File: src/rtl/fifo_buffer.sv
// rtl/fifo_buffer.sv - fixed-latency coefficient delay line; optional occupancy port via FIFO_BUFFER_OCCUPANCY_EN
module fifo_buffer #(
    parameter int DEPTH = 16,
    parameter int WIDTH = 10
) (
    input  logic                       clk,
    input  logic                       rst,
    input  logic                       start,
    input  logic [WIDTH-1:0]           coeff_tl,
    input  logic [WIDTH-1:0]           coeff_tr,
    input  logic [WIDTH-1:0]           coeff_bl,
    input  logic [WIDTH-1:0]           coeff_br,
    output logic [WIDTH-1:0]           coeff_tl_out,
    output logic [WIDTH-1:0]           coeff_tr_out,
    output logic [WIDTH-1:0]           coeff_bl_out,
    output logic [WIDTH-1:0]           coeff_br_out,
    output logic                       out_valid
`ifdef FIFO_BUFFER_OCCUPANCY_EN
    ,
    output logic [$clog2(DEPTH+1)-1:0] occupancy
`endif
);

    localparam int PW = $clog2(DEPTH);
    localparam int FW = $clog2(DEPTH + 1);
    localparam int EW = 4 * WIDTH;
    localparam logic [PW-1:0] LAST_PTR = PW'(DEPTH - 1);
    localparam logic [FW-1:0] FULL     = FW'(DEPTH);

    logic [EW-1:0] mem [DEPTH];
    logic [PW-1:0] wr_ptr;
    logic [FW-1:0] fill;
    logic [EW-1:0] rd_entry;
    logic          primed;
    logic          advance;

    // The slot about to be overwritten holds the entry written DEPTH advances ago.
    assign rd_entry = mem[wr_ptr];
    assign primed   = (fill == FULL);
    assign advance  = start && !rst;

    // Storage has no reset; stale contents are masked until fill saturates.
    always_ff @(posedge clk) begin
        if (advance) begin
            mem[wr_ptr] <= {coeff_tl, coeff_tr, coeff_bl, coeff_br};
        end
    end

    // Pointer, fill level and registered outputs; everything holds while start is low.
    always_ff @(posedge clk) begin
        if (rst) begin
            wr_ptr       <= '0;
            fill         <= '0;
            coeff_tl_out <= '0;
            coeff_tr_out <= '0;
            coeff_bl_out <= '0;
            coeff_br_out <= '0;
            out_valid    <= 1'b0;
        end else if (start) begin
            wr_ptr <= (wr_ptr == LAST_PTR) ? '0 : wr_ptr + PW'(1);
            if (primed) begin
                {coeff_tl_out, coeff_tr_out, coeff_bl_out, coeff_br_out} <= rd_entry;
                out_valid <= 1'b1;
            end else begin
                coeff_tl_out <= '0;
                coeff_tr_out <= '0;
                coeff_bl_out <= '0;
                coeff_br_out <= '0;
                out_valid    <= 1'b0;
                fill         <= fill + FW'(1);
            end
        end
    end

`ifdef FIFO_BUFFER_OCCUPANCY_EN
    assign occupancy = fill;
`endif

endmodule

File: config.mk
export PLATFORM = sky130hd
export DESIGN_NAME = fifo_buffer
export DESIGN_NICKNAME = d
export VERILOG_FILES = /design/src/rtl/fifo_buffer.sv
export SDC_FILE = /design/constraint.sdc
export NUM_CORES = 1
export LEC_CHECK = 0
export CAP_MARGIN = 20
export CORE_UTILIZATION = 44
export DETAILED_ROUTE_END_ITERATION = 7
export HOLD_SLACK_MARGIN = 0.05
export PLACE_DENSITY = 0.58
export SLEW_MARGIN = 40
export SYNTH_ARGS = -nofsm -noshare
export SYNTH_HDL_FRONTEND = slang
export SYNTH_SLANG_ARGS = --single-unit
File: constraint.sdc
create_clock -name clk -period 4.76 [get_ports clk]
set_input_delay 0.476 -clock clk [delete_from_list [all_inputs] [get_ports clk]]
set_output_delay 0.476 -clock clk [all_outputs]
set_load 0.05 [all_outputs]
==> results of run 1 <==
registers in the layout (all words and copies together) (netlist names), named ones only:
name and count:
coeff_tl_out 10, coeff_tr_out 10, wr_ptr 4, coeff_bl_out 10, fill 5, out_valid 1
mem 640, coeff_br_out 10
cell families (layout without fill, tap and decap cells):
group                      Yosys count  count (layout)  synth area share, %
AOI/OAI and AO/OA                   90              90                2.705
xor gates and xnor gates             3               3               0.1013
adders and majority gates            7               7               0.3375
buffers and inverters               75             260                1.350
DFF                                694             694                78.23
muxes                              203             203                15.55
and+or+nand+nor                     79              79                1.731
synthesized netlist by cell type:
| cell | n | area (µm²) |
|---|---|---|
| sky130_fd_sc_hd__buf_6 | 3 | 33.78 |
| sky130_fd_sc_hd__dfxtp_1 | 54 | 1081 |
| sky130_fd_sc_hd__nand4_1 | 2 | 12.51 |
| sky130_fd_sc_hd__mux2i_1 | 43 | 430.4 |
| sky130_fd_sc_hd__mux4_2 | 160 | 3603 |
| sky130_fd_sc_hd__buf_2 | 34 | 170.2 |
| sky130_fd_sc_hd__nand4b_1 | 1 | 8.760 |
| sky130_fd_sc_hd__nand2_1 | 2 | 7.510 |
| sky130_fd_sc_hd__a32oi_1 | 40 | 350.3 |
| sky130_fd_sc_hd__inv_1 | 6 | 22.52 |
| sky130_fd_sc_hd__a21oi_1 | 5 | 25.02 |
| sky130_fd_sc_hd__nor2_1 | 7 | 26.28 |
| sky130_fd_sc_hd__o211ai_1 | 40 | 300.3 |
| sky130_fd_sc_hd__or4_1 | 2 | 15.01 |
| sky130_fd_sc_hd__or3_1 | 1 | 6.260 |
| sky130_fd_sc_hd__and2_1 | 16 | 100.1 |
| sky130_fd_sc_hd__edfxtp_1 | 640 | 19220 |
| sky130_fd_sc_hd__nor3_1 | 1 | 5.000 |
| sky130_fd_sc_hd__o21ai_0 | 4 | 20.02 |
| sky130_fd_sc_hd__nor4_1 | 1 | 6.260 |
| sky130_fd_sc_hd__nand3_1 | 40 | 200.2 |
| sky130_fd_sc_hd__ha_1 | 7 | 87.58 |
| sky130_fd_sc_hd__xor2_1 | 3 | 26.28 |
| sky130_fd_sc_hd__and4bb_1 | 1 | 12.51 |
| sky130_fd_sc_hd__nor4b_1 | 1 | 8.760 |
| sky130_fd_sc_hd__nor4bb_1 | 1 | 10.01 |
| sky130_fd_sc_hd__a31oi_1 | 1 | 6.260 |
| sky130_fd_sc_hd__nand3b_1 | 1 | 7.510 |
| sky130_fd_sc_hd__nor3b_1 | 1 | 7.510 |
| sky130_fd_sc_hd__clkbuf_1 | 31 | 116.4 |
| sky130_fd_sc_hd__nor4b_2 | 1 | 15.01 |
| sky130_fd_sc_hd__buf_4 | 1 | 7.510 |
per-stage QoR:
stage / cells / instance area, µm² / hold slack, ns
after floorplan: 1151 / 25950 / 0.4706
after global routing: 2101 / 30210 / 0.3449
final: 2101 / 30210 / 0.3376
after detailed placement: 1969 / 27880 / 0.5099
after CTS: 2101 / 30210 / 0.5267
after global placement: 1967 / 27840 / 0.4934
routing by layer:
layer	share of wire (%)	GRT usage, %	up-vias
li1	-	-	5176
met1	45	28.20	6479
met2	48	29.98	333
met3	5.0	2.810	72
met4	1.8	5.588	0
met5	0	0	-
worst paths after layout:
path | startpoint | cells after the start | endpoint | slack [ns]
setup reg to reg | register | 4 | coeff_bl_out[3]$_SDFFE_PP0P_ | 2.25
hold / removal | coeff_br[6] | 1 | mem[15][6]$_DFFE_PP_ | 0.34
setup / recovery | rst | 4 | mem[10][5]$_DFFE_PP_ | 1.96
hold reg to reg | coeff_bl_out[6]$_SDFFE_PP0P_ | 2 | coeff_bl_out[6]$_SDFFE_PP0P_ | 0.51
where the power goes:
| part | internal (µW) | switching (µW) |
|---|---|---|
| sequential | 6700 | 28.2 |
| combinational | 153 | 219 |
| clock | 3270 | 2250 |
layout make-up:
type | instances | area, µm²
Clock buffer | 106 | 2095
Clock inverter | 26 | 236.5
Fill cell | 4447 | 27820
Inverter | 6 | 22.52
Multi-Input combinational cell | 382 | 5358
Sequential cell | 694 | 20310
Tap cell | 765 | 957.2
Timing Repair Buffer | 122 | 1231
critical path: cells and delay by family:
kind	cells	cell delay, ns
buffers and inverters	2	1.23
and+or+nand+nor	2	1.34
==> impl_results.html, run 1 <==
<table>
<tr><th>Metric</th><th>Value</th></tr>
<tr><th colspan="2">Run status</th></tr>
<tr><td>Result of the run</td><td>finished clean</td></tr>
<tr><th colspan="2">Synthesis</th></tr>
<tr><td>Number of distinct library cells after synthesis</td><td>32</td></tr>
<tr><td>Number of warnings issued by yosys</td><td>0</td></tr>
<tr><td>Synth Net Count</td><td>1,201</td></tr>
<tr><td>Post-Synthesis Cells</td><td>1,151</td></tr>
<tr><td>Register area share after synthesis</td><td>78.23%</td></tr>
<tr><td>Number of flip-flops and latches in the synthesized netlist</td><td>694</td></tr>
<tr><td>Summed instance area of the synthesized netlist</td><td>25,950 µm²</td></tr>
<tr><td>Average instance area after synthesis</td><td>22.54 µm²</td></tr>
<tr><th colspan="2">Finish</th></tr>
<tr><td>Fraction of final layout cells sized beyond drive strength 1</td><td>24.25%</td></tr>
<tr><td>Fraction of the core area covered by cells at the end of the flow</td><td>52.06%</td></tr>
<tr><td>Diodes inserted</td><td>0</td></tr>
<tr><td>Area added between synthesis and finish</td><td>16.42%</td></tr>
<tr><td>Most frequent cells in the layout</td><td>sky130_fd_sc_hd__edfxtp_1 (640), sky130_fd_sc_hd__mux4_2 (160), sky130_fd_sc_hd__clkdlybuf4s50_1 (82)</td></tr>
<tr><td>Nets@finish</td><td>1,328</td></tr>
<tr><td>Most common cell after layout, fill and taps aside</td><td>sky130_fd_sc_hd__edfxtp_1</td></tr>
<tr><th colspan="2">STA</th></tr>
<tr><td>Final critical delay including setup and external delays</td><td>2.803 ns</td></tr>
<tr><td>Worst-case setup margin in the final layout</td><td>1.957 ns</td></tr>
<tr><td>Final Skew</td><td>0.01297 ns</td></tr>
<tr><td>Final Hold Fails</td><td>0</td></tr>
<tr><td>Max-slew violations</td><td>0</td></tr>
<tr><td>Setup TNS after final layout</td><td>0 ns</td></tr>
<tr><td>Maximum operating frequency</td><td>0.3568 GHz</td></tr>
<tr><td>Least-Margin Pin Slew</td><td>0.8138 ns</td></tr>
<tr><td>Period Utilization, post-route</td><td>58.88%</td></tr>
<tr><td>Unrepaired setup endpoints after global routing</td><td>no</td></tr>
<tr><td>Final count of negative-setup-slack endpoints</td><td>0</td></tr>
<tr><td>Tightest slew margin relative to the limit</td><td>45.75%</td></tr>
<tr><th colspan="2">Global routing</th></tr>
<tr><td>First-pass GRT wire length</td><td>84,190 µm</td></tr>
<tr><td>Number of global-route vias before repair</td><td>12,890</td></tr>
<tr><td>Largest net degree at the start of global routing</td><td>88</td></tr>
<tr><td>Sum of overflow across all layers after global routing</td><td>0</td></tr>
<tr><td>Number of antenna violations at the first check in global routing</td><td>2</td></tr>
<tr><td>GRT Total Usage</td><td>19.20%</td></tr>
<tr><th colspan="2">Flow run</th></tr>
<tr><td>Maximum capacitance violations</td><td>0</td></tr>
<tr><th colspan="2">Critical path</th></tr>
<tr><td>CP arrival</td><td>3.07 ns</td></tr>
<tr><td>Largest stage delay, worst path</td><td>0.81 ns</td></tr>
<tr><td>Slowest cell on crit path</td><td>sky130_fd_sc_hd__clkdlybuf4s50_1</td></tr>
<tr><td>Setup crit end kind</td><td>register</td></tr>
<tr><td>Worst setup SP type</td><td>input port</td></tr>
<tr><td>CP required</td><td>5.02 ns</td></tr>
<tr><td>Cells traversed along the worst timing path</td><td>clkdlybuf4s50_1 -&gt; nor4b_1 -&gt; and2_2 -&gt; buf_4</td></tr>
<tr><td>Largest fanout of any net on the critical path</td><td>23</td></tr>
<tr><td>Critical setup path kind</td><td>input port to register</td></tr>
<tr><th colspan="2">Placement</th></tr>
<tr><td>Placement Setup Slack</td><td>1.325 ns</td></tr>
<tr><td>Half-perimeter wire length of the detailed placement result</td><td>32,510 µm</td></tr>
<tr><td>Global placement routability congestion</td><td>0.7291</td></tr>
<tr><td>Number of buffers added on ports</td><td>83</td></tr>
<tr><th colspan="2">Clock tree</th></tr>
<tr><td>Root cell of the clock tree</td><td>sky130_fd_sc_hd__clkbuf_16</td></tr>
<tr><td>CTS tree</td><td>done</td></tr>
<tr><td>Worst-skew pair later-pin latency</td><td>0.60 ns</td></tr>
<tr><td>Post-CTS repair timing setup buffer count</td><td>0</td></tr>
<tr><td>Max H-tree Level</td><td>3</td></tr>
<tr><td>Clock Sink Count</td><td>694</td></tr>
<tr><td>CTS hold repair buffers</td><td>0</td></tr>
<tr><td>Maximum buffer depth of the clock tree</td><td>3</td></tr>
<tr><td>Reg clk slew, reported paths</td><td>0.06 ns</td></tr>
<tr><td>Number of cells upsized or downsized after cts</td><td>0</td></tr>
<tr><td>Total CTS buffers</td><td>72</td></tr>
<tr><th colspan="2">Routing</th></tr>
<tr><td>Count of TritonRoute iterations in the first routing pass</td><td>5</td></tr>
<tr><td>Violation count after the first detailed-routing iteration</td><td>1,112</td></tr>
<tr><td>Via count</td><td>12,060</td></tr>
<tr><td>Residual DRC count</td><td>0</td></tr>
<tr><td>Mean number of vias per cell</td><td>5.740</td></tr>
<tr><td>Total wirelength of the detailed-routed design</td><td>55,680 µm</td></tr>
<tr><td>Routed WL per cell</td><td>26.50 µm</td></tr>
<tr><td>Number of antenna-violating nets in the routed design</td><td>0</td></tr>
<tr><th colspan="2">Power and ir drop</th></tr>
<tr><td>Static Leak</td><td>0.009096 µW</td></tr>
<tr><td>Max VDD drop</td><td>0.2481 mV</td></tr>
<tr><td>PnR Total Power</td><td>12,620 µW</td></tr>
<tr><td>Total power density per cell area</td><td>417.8 nW/µm²</td></tr>
<tr><th colspan="2">Floorplanning</th></tr>
<tr><td>Placeable core area</td><td>58,030 µm²</td></tr>
<tr><td>Die area</td><td>59,950 µm²</td></tr>
<tr><td>Chip Height</td><td>244.8 µm</td></tr>
<tr><td>Initial core utilization</td><td>44.72%</td></tr>
<tr><td>Rows</td><td>88</td></tr>
<tr><td>Die span in x</td><td>244.8 µm</td></tr>
<tr><td>I/O pin cnt</td><td>84</td></tr>
<tr><th colspan="2">Worst hold path</th></tr>
<tr><td>Hold Path Class</td><td>input port to register</td></tr>
</table>
No activity file was read; power rests on OpenSTA's default activity.
==> run 2: changes to the inputs <==
Clock period 4.76 ns to 2.9 ns, I/O delays scaled along.
==> run 2 against run 1 <==
  * Setup slack got worse by 1.4 ns
  * Global-route usage up 0.41 points
  * Total power is 66% higher
  * First-iteration DRC count fell by 1.8%
  * Die area unchanged
  * Final cell count grew 0.71%
  * Critical path depth unchanged
==> impl_results.html, run 2 (synthesized netlist as in run 1, its figures left out) <==
<table>
<tr><th>Metric</th><th>Value</th></tr>
<tr><th colspan="2">Floorplanning</th></tr>
<tr><td>Initial core utilization</td><td>44.72%</td></tr>
<tr><td>Rows</td><td>88</td></tr>
<tr><td>I/O pin cnt</td><td>84</td></tr>
<tr><td>Die area</td><td>59,950 µm²</td></tr>
<tr><td>Placeable core area</td><td>58,030 µm²</td></tr>
<tr><td>Chip Height</td><td>244.8 µm</td></tr>
<tr><td>Die span in x</td><td>244.8 µm</td></tr>
<tr><th colspan="2">Critical path</th></tr>
<tr><td>Cells traversed along the worst timing path</td><td>buf_4 -&gt; mux4_2 -&gt; mux2i_1 -&gt; o211ai_1</td></tr>
<tr><td>Top Family by Delay on Critical Path</td><td>multiplexers</td></tr>
<tr><td>Slowest cell on crit path</td><td>sky130_fd_sc_hd__dfxtp_4</td></tr>
<tr><td>Largest fanout of any net on the critical path</td><td>30</td></tr>
<tr><td>CP required</td><td>3.35 ns</td></tr>
<tr><td>CP arrival</td><td>2.75 ns</td></tr>
<tr><td>Largest stage delay, worst path</td><td>0.82 ns</td></tr>
<tr><td>Worst setup SP type</td><td>register</td></tr>
<tr><td>Critical setup path kind</td><td>register to register</td></tr>
<tr><td>Worst path bufs/invs</td><td>1</td></tr>
<tr><td>Setup crit end kind</td><td>register</td></tr>
<tr><th colspan="2">Global routing</th></tr>
<tr><td>First-pass GRT wire length</td><td>84,870 µm</td></tr>
<tr><td>GRT Total Usage</td><td>19.61%</td></tr>
<tr><td>GR Util met2</td><td>31.58%</td></tr>
<tr><td>Sum of overflow across all layers after global routing</td><td>0</td></tr>
<tr><td>Layer carrying the most global-route usage</td><td>met2</td></tr>
<tr><td>Number of global-route vias before repair</td><td>12,690</td></tr>
<tr><td>Number of antenna violations at the first check in global routing</td><td>2</td></tr>
<tr><td>Met3 usage in global routing</td><td>4.734%</td></tr>
<tr><td>Largest net degree at the start of global routing</td><td>55</td></tr>
<tr><td>Met1 track demand over resource</td><td>27.01%</td></tr>
<tr><th colspan="2">Clock tree</th></tr>
<tr><td>Clock Sink Count</td><td>694</td></tr>
<tr><td>Worst-skew pair later-pin latency</td><td>0.59 ns</td></tr>
<tr><td>Reg clk slew, reported paths</td><td>0.06 ns</td></tr>
<tr><td>CTS hold repair buffers</td><td>0</td></tr>
<tr><td>Root cell of the clock tree</td><td>sky130_fd_sc_hd__clkbuf_16</td></tr>
<tr><td>Post-CTS repair timing setup buffer count</td><td>0</td></tr>
<tr><td>Total CTS buffers</td><td>71</td></tr>
<tr><td>Maximum buffer depth of the clock tree</td><td>3</td></tr>
<tr><td>CTS tree</td><td>done</td></tr>
<tr><td>Number of cells upsized or downsized after cts</td><td>0</td></tr>
<tr><td>Max H-tree Level</td><td>3</td></tr>
<tr><th colspan="2">STA</th></tr>
<tr><td>Final critical delay including setup and external delays</td><td>2.295 ns</td></tr>
<tr><td>Final count of negative-setup-slack endpoints</td><td>0</td></tr>
<tr><td>Maximum operating frequency</td><td>0.4357 GHz</td></tr>
<tr><td>Max-slew violations</td><td>0</td></tr>
<tr><td>Unrepaired setup endpoints after global routing</td><td>no</td></tr>
<tr><td>Final Skew</td><td>0.01705 ns</td></tr>
<tr><td>Least-Margin Pin Slew</td><td>0.8271 ns</td></tr>
<tr><td>Final Hold Fails</td><td>0</td></tr>
<tr><td>Period Utilization, post-route</td><td>79.14%</td></tr>
<tr><td>Setup TNS after final layout</td><td>0 ns</td></tr>
<tr><td>Tightest slew margin relative to the limit</td><td>44.73%</td></tr>
<tr><th colspan="2">Routing</th></tr>
<tr><td>Via count</td><td>12,190</td></tr>
<tr><td>Residual DRC count</td><td>0</td></tr>
<tr><td>Mean number of vias per cell</td><td>5.761</td></tr>
<tr><td>Number of antenna-violating nets in the routed design</td><td>0</td></tr>
<tr><td>Count of TritonRoute iterations in the first routing pass</td><td>5</td></tr>
<tr><td>Routed WL per cell</td><td>27.07 µm</td></tr>
<tr><td>Violation count after the first detailed-routing iteration</td><td>1,092</td></tr>
<tr><td>Total wirelength of the detailed-routed design</td><td>57,280 µm</td></tr>
<tr><th colspan="2">Placement</th></tr>
<tr><td>Number of buffers added on ports</td><td>83</td></tr>
<tr><td>Post-placement cell area</td><td>28,160 µm²</td></tr>
<tr><td>Half-perimeter wire length of the detailed placement result</td><td>32,640 µm</td></tr>
<tr><td>Global placement routability congestion</td><td>0.7813</td></tr>
<tr><th colspan="2">Power and ir drop</th></tr>
<tr><td>Total power density per cell area</td><td>685.4 nW/µm²</td></tr>
<tr><td>Max VDD drop</td><td>0.4395 mV</td></tr>
<tr><td>Static Leak</td><td>0.009240 µW</td></tr>
<tr><th colspan="2">Finish</th></tr>
<tr><td>Flip-flop count of the largest register after layout</td><td>640</td></tr>
<tr><td>Final instance area</td><td>30,550 µm²</td></tr>
<tr><td>Area added between synthesis and finish</td><td>17.75%</td></tr>
<tr><td>Number of fill cells in the layout</td><td>4,435</td></tr>
<tr><td>Most common cell after layout, fill and taps aside</td><td>sky130_fd_sc_hd__edfxtp_1</td></tr>
<tr><td>Fraction of final layout cells sized beyond drive strength 1</td><td>25.24%</td></tr>
<tr><td>Diodes inserted</td><td>0</td></tr>
<tr><td>Nets@finish</td><td>1,343</td></tr>
<tr><td>Most frequent cells in the layout</td><td>sky130_fd_sc_hd__edfxtp_1 (640), sky130_fd_sc_hd__mux4_2 (160), sky130_fd_sc_hd__clkdlybuf4s50_1 (83)</td></tr>
<tr><td>Register ranked first by flip-flop count</td><td>mem</td></tr>
<tr><th colspan="2">Run status</th></tr>
<tr><td>Result of the run</td><td>finished clean</td></tr>
<tr><th colspan="2">Worst hold path</th></tr>
<tr><td>Beginning of the worst hold path</td><td>coeff_bl_out[1]$_SDFFE_PP0P_</td></tr>
<tr><td>Hold Path Class</td><td>register to register</td></tr>
<tr><th colspan="2">Flow run</th></tr>
<tr><td>Maximum capacitance violations</td><td>0</td></tr>
</table>
run 2: changes by cell type in the layout (fill, tap and decap cells not counted), sizes merged:
| cell | previous run | this run |
|---|---|---|
| inv | 7 | 8 |
| buf | 40 | 55 |
| clkbuf | 106 | 99 |
| clkdlybuf4s50 | 82 | 83 |
| clkinvlp | 1 | 2 |
| bufinv | 4 | 8 |
run 2: metal layers:
metal / vias to the layer above / share of wire, % / wire length, µm
li1: 5208 / - / -
met1: 6584 / 44 / 25130
met2: 318 / 49 / 27960
met3: 77 / 5.5 / 3178
met4: 4 / 1.7 / 989
met5: - / 0.042 / 24
run 2: tightest hold or removal path, stage by stage, from the launching register on:
cell                       delay (ns)
sky130_fd_sc_hd__dfxtp_1         0.33
sky130_fd_sc_hd__a32oi_1         0.06
sky130_fd_sc_hd__o211ai_1        0.08
run 2: power breakdown:
group	internal, µW	switching [µW]
Combinational	268	357
Sequential	11000	45.7
Clock	5590	3700
run 2: final cells by class:
cell class | count | area [µm²] | area share, %
Clock buffer | 99 | 2016 | 6.597
Clock inverter | 32 | 379.1 | 1.241
Inverter | 6 | 22.52 | 0.07371
Multi-Input combinational cell | 382 | 5350 | 17.51
Sequential cell | 694 | 20310 | 66.47
Tap cell | 765 | 957.2 | 3.133
Timing Repair Buffer | 138 | 1519 | 4.971
run 2: final timing paths:
check | slack [ns] | to | depth (start not counted)
setup / recovery | 0.60 | coeff_bl_out[5]$_SDFFE_PP0P_ | 4
hold / removal | 0.50 | coeff_bl_out[1]$_SDFFE_PP0P_ | 2
setup reg to reg | 0.60 | coeff_bl_out[5]$_SDFFE_PP0P_ | 4
hold reg to reg | 0.50 | coeff_bl_out[1]$_SDFFE_PP0P_ | 2
run 2: through the flow:
step / util (%) / cells / worst slack [ns] / hold slack [ns] / total power (µW)
after floorplan: - / 1151 / 0.6337 / 0.3889 / 11550
after global placement: 48.53 / 1985 / 0.3660 / 0.4951 / 11870
after detailed placement: 48.53 / 1985 / 0.3356 / 0.4899 / 11880
after CTS: 52.66 / 2116 / 0.5324 / 0.5036 / 21140
after global routing: 52.66 / 2116 / 0.4367 / 0.5337 / 21520
final: 52.66 / 2116 / 0.6048 / 0.5033 / 20940
==> run 3: changes to the inputs <==
Clock period 2.9 ns to 2.3 ns, I/O delays scaled along.
==> run 3 against run 2 <==
  * Register-to-register slack worse by 0.43 ns
  * Sequential share of layout area is 1.1 points lower
  * Clock skew is 0.0089 ns higher
  * Total power is 26% higher
  * Count of clock-buffer cells in the layout is 6 higher
  * Hold slack worse by 0.021 ns
  * Final cell count is 0.71% higher
  * Critical path depth is 3 lower
  * Via count is 0.30% higher
  * Die area stayed put
  * First-iteration DRC count is 11% lower
  * Combinational power is 36% higher
  * Critical endpoint is now out_valid
  * Largest cell class unchanged
==> impl_results.html, run 3 (synthesized netlist as in run 1, its figures left out) <==
<table>
<tr><th>Metric</th><th>Value</th></tr>
<tr><th colspan="2">Clock tree</th></tr>
<tr><td>Max H-tree Level</td><td>3</td></tr>
<tr><td>Total CTS buffers</td><td>72</td></tr>
<tr><td>Post-CTS repair timing setup buffer count</td><td>0</td></tr>
<tr><td>Maximum buffer depth of the clock tree</td><td>3</td></tr>
<tr><td>Reg clk slew, reported paths</td><td>0.06 ns</td></tr>
<tr><td>CTS hold repair buffers</td><td>0</td></tr>
<tr><td>Root cell of the clock tree</td><td>sky130_fd_sc_hd__clkbuf_16</td></tr>
<tr><td>Number of cells upsized or downsized after cts</td><td>0</td></tr>
<tr><td>CTS tree</td><td>done</td></tr>
<tr><td>Clock Sink Count</td><td>694</td></tr>
<tr><td>Worst-skew pair later-pin latency</td><td>0.60 ns</td></tr>
<tr><th colspan="2">STA</th></tr>
<tr><td>Period Utilization, post-route</td><td>94.22%</td></tr>
<tr><td>Final critical delay including setup and external delays</td><td>2.167 ns</td></tr>
<tr><td>Final Hold Fails</td><td>0</td></tr>
<tr><td>Worst-case setup margin in the final layout</td><td>0.1330 ns</td></tr>
<tr><td>Tightest slew margin relative to the limit</td><td>52.78%</td></tr>
<tr><td>Final Skew</td><td>0.02593 ns</td></tr>
<tr><td>Least-Margin Pin Slew</td><td>0.7061 ns</td></tr>
<tr><td>Max-slew violations</td><td>0</td></tr>
<tr><td>Maximum operating frequency</td><td>0.4615 GHz</td></tr>
<tr><td>Final count of negative-setup-slack endpoints</td><td>0</td></tr>
<tr><td>Unrepaired setup endpoints after global routing</td><td>no</td></tr>
<tr><th colspan="2">Floorplanning</th></tr>
<tr><td>Initial core utilization</td><td>44.72%</td></tr>
<tr><td>Placeable core area</td><td>58,030 µm²</td></tr>
<tr><td>Die span in x</td><td>244.8 µm</td></tr>
<tr><td>Rows</td><td>88</td></tr>
<tr><td>Chip Height</td><td>244.8 µm</td></tr>
<tr><td>Die area</td><td>59,950 µm²</td></tr>
<tr><td>I/O pin cnt</td><td>84</td></tr>
<tr><th colspan="2">Placement</th></tr>
<tr><td>Number of buffers added on ports</td><td>83</td></tr>
<tr><td>Half-perimeter wire length of the detailed placement result</td><td>33,550 µm</td></tr>
<tr><td>Placement Setup Slack</td><td>0.003706 ns</td></tr>
<tr><td>Global placement routability congestion</td><td>0.7379</td></tr>
<tr><th colspan="2">Finish</th></tr>
<tr><td>Area added between synthesis and finish</td><td>19.66%</td></tr>
<tr><td>Fraction of the core area covered by cells at the end of the flow</td><td>53.51%</td></tr>
<tr><td>Flip-flop count of the largest register after layout</td><td>640</td></tr>
<tr><td>Nets@finish</td><td>1,361</td></tr>
<tr><td>Most common cell after layout, fill and taps aside</td><td>sky130_fd_sc_hd__edfxtp_1</td></tr>
<tr><td>Diodes inserted</td><td>0</td></tr>
<tr><td>Register ranked first by flip-flop count</td><td>mem</td></tr>
<tr><td>Most frequent cells in the layout</td><td>sky130_fd_sc_hd__edfxtp_1 (640), sky130_fd_sc_hd__mux4_2 (160), sky130_fd_sc_hd__clkdlybuf4s50_1 (83)</td></tr>
<tr><td>Fraction of final layout cells sized beyond drive strength 1</td><td>26.50%</td></tr>
<tr><th colspan="2">Global routing</th></tr>
<tr><td>Number of global-route vias before repair</td><td>12,740</td></tr>
<tr><td>GRT Total Usage</td><td>19.57%</td></tr>
<tr><td>First-pass GRT wire length</td><td>85,070 µm</td></tr>
<tr><td>Number of antenna violations at the first check in global routing</td><td>0</td></tr>
<tr><td>Sum of overflow across all layers after global routing</td><td>0</td></tr>
<tr><td>Largest net degree at the start of global routing</td><td>46</td></tr>
<tr><th colspan="2">Flow run</th></tr>
<tr><td>Maximum capacitance violations</td><td>0</td></tr>
<tr><th colspan="2">Routing</th></tr>
<tr><td>DR WL met3</td><td>3209 µm</td></tr>
<tr><td>Violation count after the first detailed-routing iteration</td><td>967</td></tr>
<tr><td>Via count</td><td>12,230</td></tr>
<tr><td>Total wirelength of the detailed-routed design</td><td>56,940 µm</td></tr>
<tr><td>Mean number of vias per cell</td><td>5.738</td></tr>
<tr><td>Number of antenna-violating nets in the routed design</td><td>0</td></tr>
<tr><td>Met1 wire length</td><td>25,120 µm</td></tr>
<tr><td>Routed length on met2</td><td>27,550 µm</td></tr>
<tr><td>Top metal layer carrying routed signals</td><td>met4</td></tr>
<tr><td>Routed WL per cell</td><td>26.72 µm</td></tr>
<tr><td>Residual DRC count</td><td>0</td></tr>
<tr><td>Count of TritonRoute iterations in the first routing pass</td><td>7</td></tr>
<tr><th colspan="2">Power and ir drop</th></tr>
<tr><td>Static Leak</td><td>0.009432 µW</td></tr>
<tr><td>Max VDD drop</td><td>0.4909 mV</td></tr>
<tr><td>Total power density per cell area</td><td>848.5 nW/µm²</td></tr>
<tr><th colspan="2">Critical path</th></tr>
<tr><td>Largest fanout of any net on the critical path</td><td>2</td></tr>
<tr><td>Slowest cell on crit path</td><td>sky130_fd_sc_hd__clkdlybuf4s50_1</td></tr>
<tr><td>CP required</td><td>2.07 ns</td></tr>
<tr><td>CP arrival</td><td>1.94 ns</td></tr>
<tr><td>Cells traversed along the worst timing path</td><td>clkdlybuf4s50_1</td></tr>
<tr><td>Top Family by Delay on Critical Path</td><td>buffers and inverters</td></tr>
<tr><td>Critical setup path kind</td><td>register to output pin</td></tr>
<tr><td>Setup crit end kind</td><td>output pin</td></tr>
<tr><td>Worst setup SP type</td><td>register</td></tr>
<tr><td>Worst path bufs/invs</td><td>1</td></tr>
<tr><td>Largest stage delay, worst path</td><td>0.87 ns</td></tr>
<tr><th colspan="2">Worst hold path</th></tr>
<tr><td>Hold Path Class</td><td>input port to register</td></tr>
<tr><th colspan="2">Run status</th></tr>
<tr><td>Result of the run</td><td>finished clean</td></tr>
</table>
[run 3: per-stage QoR]
| step | instances | total power (µW) | TNS, ns | hold WS (ns) | instance area (µm²) |
|---|---|---|---|---|---|
| after detailed placement | 2002 | 15020 | 0 | 0.4899 | 28660 |
| after global routing | 2131 | 27120 | 0 | 0.5166 | 31050 |
| final | 2131 | 26350 | 0 | 0.4824 | 31050 |
| after global placement | 2002 | 15010 | -0.1654 | 0.4886 | 28660 |
| after floorplan | 1151 | 14560 | 0 | 0.3289 | 25950 |
| after CTS | 2131 | 26610 | 0 | 0.4366 | 31050 |
[run 3: path summary, 6_finish.rpt]
| kind | start | to | slack [ns] | cells past startpoint |
|---|---|---|---|---|
| max reg2reg | fill[0]$_SDFFE_PP0P_ | coeff_br_out[3]$_SDFFE_PP0P_ | 0.17 | 6 |
| min | rst | register | 0.48 | 2 |
| max | out_valid$_SDFFE_PP0P_ | out_valid | 0.13 | 1 |
| min reg2reg | coeff_bl_out[2]$_SDFFE_PP0P_ | coeff_bl_out[2]$_SDFFE_PP0P_ | 0.50 | 2 |
[run 3: final cells by class]
type / instances / area (µm²)
flip-flops and latches: 694 / 20310
multi-input cells: 382 / 5350
clock buffers: 105 / 2131
well taps: 765 / 957.2
fillers: 4369 / 26970
clock inverters: 24 / 257.7
inverters: 6 / 22.52
repair buffers: 155 / 2022
[run 3: metal layers]
metal	global-route usage, %	vias up
met5	0	-
met4	5.184	0
met3	4.155	75
met2	30.78	361
met1	27.87	6564
li1	-	5228
[run 3: power by group]
part | total (µW) | leakage (µW) | internal [µW] | switching [µW]
sequential | 13900 | 0.00620 | 13900 | 30.0
combinational | 847 | 0.00205 | 360 | 487
clock | 11600 | 0.00118 | 6990 | 4620
